<file path="src/rtl/adder_arb_pkg.sv">
// Shared types, constants and the round-robin pick function for the adder-sharing arbiter.
package adder_arb_pkg;

    localparam int unsigned N_REQ_DEF = 4;
    localparam int unsigned WIDTH_DEF = 8;
    localparam int unsigned ID_W      = $clog2(N_REQ_DEF);

    // Upper bound on requesters the pick function can scan.
    localparam int unsigned MAX_REQ = 32;

    typedef enum logic {
        EMPTY,
        FULL
    } out_state_t;

    // First set bit of valid[n-1:0], scanning ptr, ptr+1, ... mod n. Returns 0 if none is set.
    function automatic int unsigned rr_pick(input logic [MAX_REQ-1:0] valid,
                                            input int unsigned        ptr,
                                            input int unsigned        n);
        int unsigned idx;
        logic        found;
        rr_pick = 0;
        found   = 1'b0;
        for (int unsigned k = 0; k < MAX_REQ; k++) begin
            idx = (ptr + k) % n;
            if (!found && (k < n) && valid[idx[4:0]]) begin
                rr_pick = idx;
                found   = 1'b1;
            end
        end
    endfunction

endpackage

</file>
<file path="src/rtl/rr_arbiter.sv">
// Combinational round-robin arbiter: picks the first valid requester at or after the pointer.
module rr_arbiter
    import adder_arb_pkg::*;
#(
    parameter int unsigned N_REQ = 4,
    parameter int unsigned IdW   = $clog2(N_REQ)
) (
    input  logic [N_REQ-1:0] i_req,
    input  logic [IdW-1:0]   i_ptr,
    output logic [N_REQ-1:0] o_grant_oh,
    output logic [IdW-1:0]   o_grant_idx,
    output logic             o_any
);

    int unsigned w_pick;
    logic        w_unused_pick;

    assign w_pick        = rr_pick(MAX_REQ'(i_req), 32'(i_ptr), N_REQ);
    assign o_grant_idx   = w_pick[IdW-1:0];
    // Index is always below N_REQ, so the upper bits carry nothing.
    assign w_unused_pick = ^w_pick[31:IdW];
    assign o_any         = |i_req;
    assign o_grant_oh    = o_any ? (N_REQ'(1) << o_grant_idx) : '0;

endmodule

</file>
<file path="src/rtl/adder_share_arbiter.sv">
// One WIDTH-bit adder shared by N_REQ requesters; round-robin grant, one-entry result register.
module adder_share_arbiter
    import adder_arb_pkg::*;
#(
    parameter int unsigned N_REQ = 4,
    parameter int unsigned WIDTH = 8
) (
    input  logic                     clk,
    input  logic                     rst_n,
    input  logic [N_REQ-1:0]         req_valid,
    output logic [N_REQ-1:0]         req_ready,
    input  logic [N_REQ*WIDTH-1:0]   req_a,
    input  logic [N_REQ*WIDTH-1:0]   req_b,
    output logic                     res_valid,
    input  logic                     res_ready,
    output logic [WIDTH:0]           res_sum,
    output logic [$clog2(N_REQ)-1:0] res_id,
    output logic                     busy
);

    localparam int unsigned   IdW    = $clog2(N_REQ);
    localparam logic [IdW-1:0] LastId = IdW'(N_REQ - 1);

    out_state_t       r_state;
    out_state_t       w_state_next;
    logic [WIDTH:0]   r_sum;
    logic [IdW-1:0]   r_id;
    logic [IdW-1:0]   r_ptr;
    logic [IdW-1:0]   w_ptr_next;
    logic [N_REQ-1:0] w_grant_oh;
    logic [IdW-1:0]   w_grant_idx;
    logic             w_any;
    logic             w_drain;
    logic             w_accept;
    logic [WIDTH-1:0] w_a;
    logic [WIDTH-1:0] w_b;
    logic [WIDTH:0]   w_sum;

    rr_arbiter #(
        .N_REQ (N_REQ),
        .IdW   (IdW)
    ) u_arb (
        .i_req       (req_valid),
        .i_ptr       (r_ptr),
        .o_grant_oh  (w_grant_oh),
        .o_grant_idx (w_grant_idx),
        .o_any       (w_any)
    );

    assign w_drain  = (r_state == FULL) && res_ready;
    // Reset gates acceptance so no requester sees ready while rst_n is low.
    assign w_accept = rst_n && ((r_state == EMPTY) || w_drain) && w_any;
    assign req_ready = w_grant_oh & {N_REQ{w_accept}};

    // Operand mux: AND-OR select of the granted pair using the one-hot grant.
    always_comb begin
        w_a = '0;
        w_b = '0;
        for (int i = 0; i < N_REQ; i++) begin
            if (w_grant_oh[i]) begin
                w_a = req_a[i*WIDTH +: WIDTH];
                w_b = req_b[i*WIDTH +: WIDTH];
            end
        end
    end

    assign w_sum      = {1'b0, w_a} + {1'b0, w_b};
    // Explicit wrap keeps the pointer legal when N_REQ is not a power of two.
    assign w_ptr_next = (w_grant_idx == LastId) ? '0 : w_grant_idx + 1'b1;

    // Output FSM next state: fill on accept, empty on drain without refill.
    always_comb begin
        w_state_next = r_state;
        case (r_state)
            EMPTY:   if (w_accept) w_state_next = FULL;
            FULL:    if (w_drain && !w_accept) w_state_next = EMPTY;
            default: w_state_next = EMPTY;
        endcase
    end

    // State, result register and round-robin pointer; synchronous active-low reset.
    always_ff @(posedge clk) begin
        if (!rst_n) begin
            r_state <= EMPTY;
            r_sum   <= '0;
            r_id    <= '0;
            r_ptr   <= '0;
        end else begin
            r_state <= w_state_next;
            if (w_accept) begin
                r_sum <= w_sum;
                r_id  <= w_grant_idx;
                r_ptr <= w_ptr_next;
            end
        end
    end

    assign res_valid = (r_state == FULL);
    assign res_sum   = r_sum;
    assign res_id    = r_id;
    assign busy      = res_valid | w_any;

endmodule
</file>
<file path="config.mk">
export PLATFORM = sky130hd
export DESIGN_NAME = adder_share_arbiter
export DESIGN_NICKNAME = d
export VERILOG_FILES = /design/src/rtl/adder_arb_pkg.sv /design/src/rtl/rr_arbiter.sv /design/src/rtl/adder_share_arbiter.sv
export SDC_FILE = /design/constraint.sdc
export NUM_CORES = 1
export LEC_CHECK = 0
export ABC_AREA = 0
export CAP_MARGIN = 0
export CORE_ASPECT_RATIO = 0.75
export CORE_MARGIN = 5
export CORE_UTILIZATION = 39
export CTS_CLUSTER_DIAMETER = 100
export DETAILED_ROUTE_END_ITERATION = 7
export GPL_TIMING_DRIVEN = 1
export PLACE_DENSITY = 0.9
export SYNTH_ARGS = -nofsm -noshare
export SYNTH_HDL_FRONTEND = slang
export SYNTH_SLANG_ARGS = --single-unit
</file>
<file path="constraint.sdc">
create_clock -name clk -period 4.45 [get_ports clk]
set_input_delay 0.89 -clock clk [delete_from_list [all_inputs] [get_ports clk]]
set_output_delay 0.89 -clock clk [all_outputs]
set_load 0.03 [all_outputs]
</file>
==> results.md <==
- Pwr/cell area: around 440 nW/um2
- Tmin final: 4280 ps
- Initial antenna violation count: 0
- Synthesis-stage register bit count: 14
- CP arrival: 4440 ps
- Wire length on met3: 410 um
- Pre-CTS WS: -261 ps
- Die area: 5340 um2
- Final number of setup-violating endpoints: 0
- Post-synthesis area per instance: 7.09 um2
- Clk sinks: 14
- Share of flip-flops with an asynchronous set or reset: 0
- Antenna Violating Nets Remaining: 0
- Final Cycle Share: 0.961
- Post-Synthesis Cells: 218
- Sw Share: 0.425
- Vias in the first global route: approximately 2100
- Slew HR: 0.576
- Final WL: 5.86 mm
- Clk_lat worst skew: 250 ps
- Tightest Hold Check Type: reg2reg
- Top_reg_cell synth: dfxtp_1
- Slowest-stage cell, CP: clkdlybuf4s50_1
- Fill count: 298
- Cell Chain, Critical Path: clkdlybuf4s50_1 > buf_4 > a21oi_1 > o22ai_2 > buf_4 > ha_1 > nor2b_2 > buf_4 > a221o_1 > nand3_1 > a21oi_1 > ha_1 > buf_4 > o21ai_0 > or2_2 > a2111o_1 > o211ai_1
- Hpwl dp: 4.83 mm
- Die Wd: 82.7 um
- Yosys warning count: 0
- Count of input and output buffers: 87
- Core box area: about 3700 um2
- Worst-path fanout max: 6
- Setup slack, reg-to-reg: 810 ps
- Worst-margin pin slew: 631 ps
- LEAKAGE: 1.12 nW
- Drt initial violations: ~130
- Required @ worst endpoint: 4620 ps
- Max layer used: met4
- R2R depth: 15
- Fin Setup TNS: 0 ps
- Ports: 88
- First-pass GRT wire length: 9.29 mm
- Synthesized area: 1550 um2
- Total grt overflow: 0
- Die H: 64.5 um
- Met2 routed WL: 2.89 mm
- Critical path class: in2reg
- Reg2Reg Launch Point: r_ptr[1]
- Status: complete, no violations
- Util after Layout: 0.737
- Drt pass-1 iters: 4
- Number of enable flip-flop cells after synthesis: 0
- Fmax achieved: 0.234 GHz
- Setup crit start kind: input port
- Via/cell ratio: around 5.6
- Crit end category: register
- Routability cong.: a little under 1
- Ant diodes: 0
- CTS tree: built
- Nets: 413
- Crit-path most repeated cell: buf_4
- Synth cell types: 39
- Num rows: 19
- Reg power frac: 0.160
- Hold Path End: res_sum[0]
- Post-Synthesis Net Count: roughly 300
- Worst R2R End: res_sum[5]
- Wire per inst: around 15 um
- Fraction of layout cells with a size suffix above 1: 0.162
- Clock tree buffer depth: 2
- Hold buffers post-CTS: 0
- CP startpoint: req_valid[0]
- GRT Overall Usage: 0.220
- Met1 wire length: 2.40 mm
- Clock slew at reported path FFs: ~60 ps
- Post-CTS Setup Bufs: 0
- Power Internal: 691 uW
- DRC: 0
- Share of total power in the clock network: 0.103
- Worst Hold Path Cells: 2
- Post-Layout Cell Count: 380
- Placed insts: ~380
- Hold Violations, Final: 0
- P&R area growth vs syn: 77.8%
- Psw: 511 uW
- Initial core utilization: 0.414
- CTS root buf: clkbuf_8
- MaxCap Viol Count: 0
- Via count: 2113
- Number of buffers created by CTS: 3
- Hold path startpoint: res_sum[0]
- Final setup skew: between 3 and 4 ps
- VDD IR max: 0.322 mV
- Depth of the CTS H-tree: 1
- Final Max Slew Viols: 0
- Largest net degree at the start of global routing: 19
- Sequential fraction of the synthesis area: 0.181
- Setup slack after layout: 174 ps
- Combinational share of power: 0.737
- Delay of the slowest critical-path stage: 470 ps
[layer usage]
metal	vias up	GRT usage
met5	-	0
li1	1029	-
met3	16	0.0443
met4	0	0.0694
met1	978	0.274
met2	90	0.379
[synth_stat cells, types with 4 or more instances]
cell | number | area share
nor2_1 | 9 | 0.022
inv_1 | 4 | 0.0097
dfxtp_1 | 14 | 0.18
o21ai_0 | 9 | 0.029
a21oi_1 | 23 | 0.074
clkbuf_1 | 8 | 0.019
nand2b_1 | 22 | 0.089
nand3_1 | 24 | 0.078
ha_1 | 12 | 0.097
a221o_1 | 15 | 0.097
nand2_1 | 29 | 0.070
buf_2 | 5 | 0.016
a211oi_1 | 5 | 0.024
[metrics by stage]
stage	cell area, um2	hold WS, ps	total power [mW]
floorplan	1550	445	0.695
global placement	2670	444	1.02
detailed placement	2670	452	1.05
CTS	2730	462	1.19
global route	2750	485	1.29
finish	2750	464	1.20
[sequential cells by signal, indices dropped and copies added, names as in the netlist]
signal / count
r_ptr: 2
res_sum: 9
res_id: 2
res_valid: 1
[power by group through the flow]
| stage | Sequential, mW | Combinational (mW) | Clock (mW) |
|---|---|---|---|
| 2_1_floorplan | 0.262 | 0.433 | 0 |
| 3_3_place_gp | 0.193 | 0.831 | 0 |
| 3_5_place_dp | 0.194 | 0.859 | 0 |
| 4_1_cts | 0.191 | 0.871 | 0.127 |
| 5_1_grt | 0.196 | 0.961 | 0.137 |
| 6_report | 0.193 | 0.885 | 0.124 |
[critical path: cells and delay by family]
kind	cells	cell delay (ps)
fa+ha+maj	2	540
compound gates	7	1290
simple gates	3	630
buf+inv	5	1100
[cells in the final DEF, fill, tap and decap left out, drive strengths merged, types with 5 or more instances in the layout]
| master | count |
|---|---|
| nor2 | 9 |
| dfxtp | 14 |
| a221o | 15 |
| ha | 12 |
| o21ai | 9 |
| nand3 | 24 |
| a21oi | 23 |
| inv | 5 |
| nand2 | 29 |
| buf | 38 |
| a211oi | 5 |
| clkdlybuf4s50 | 83 |
| nand2b | 22 |
[final cells by class]
| class | instances | area [um2] | area share |
|---|---|---|---|
| Tap cell | 52 | 65.1 | 0.0237 |
| Clock buffer | 4 | 55.1 | 0.0200 |
| Inverter | 5 | 18.8 | 0.00683 |
| Multi-Input combinational cell | 184 | 1210 | 0.442 |
| Sequential cell | 14 | 280 | 0.102 |
| Timing Repair Buffer | 121 | 1120 | 0.406 |
[worst max-delay path by stage]
| stage | slack (ps) | end | cells past startpoint |
|---|---|---|---|
| CTS | 60 | res_sum[8] | 15 |
| finish | 170 | res_sum[5] | 17 |
| floorplan | 250 | res_sum[8] | 17 |
| global placement | -110 | res_sum[8] | 15 |
| detailed placement | -260 | res_sum[8] | 15 |
| global route | -10 | res_sum[8] | 16 |
[cells by family (layout without fill, tap and decap cells)]
logic type / count (synthesis) / in the layout / share of synthesized area
xor+xnor: 1 / 1 / 0.00566
mux: 2 / 2 / 0.0129
simple gates: 103 / 103 / 0.340
buf+inv: 20 / 130 / 0.0550
fa+ha+maj: 13 / 13 / 0.110
compound gates: 65 / 65 / 0.295
flops: 14 / 14 / 0.181
[what timing repair did]
action                     in CTS  in global routing
setup endpoints to repair       2                  5
gates cloned                    0                  0
gates resized for setup         2                  5
No activity file was read; power rests on OpenSTA's default activity.
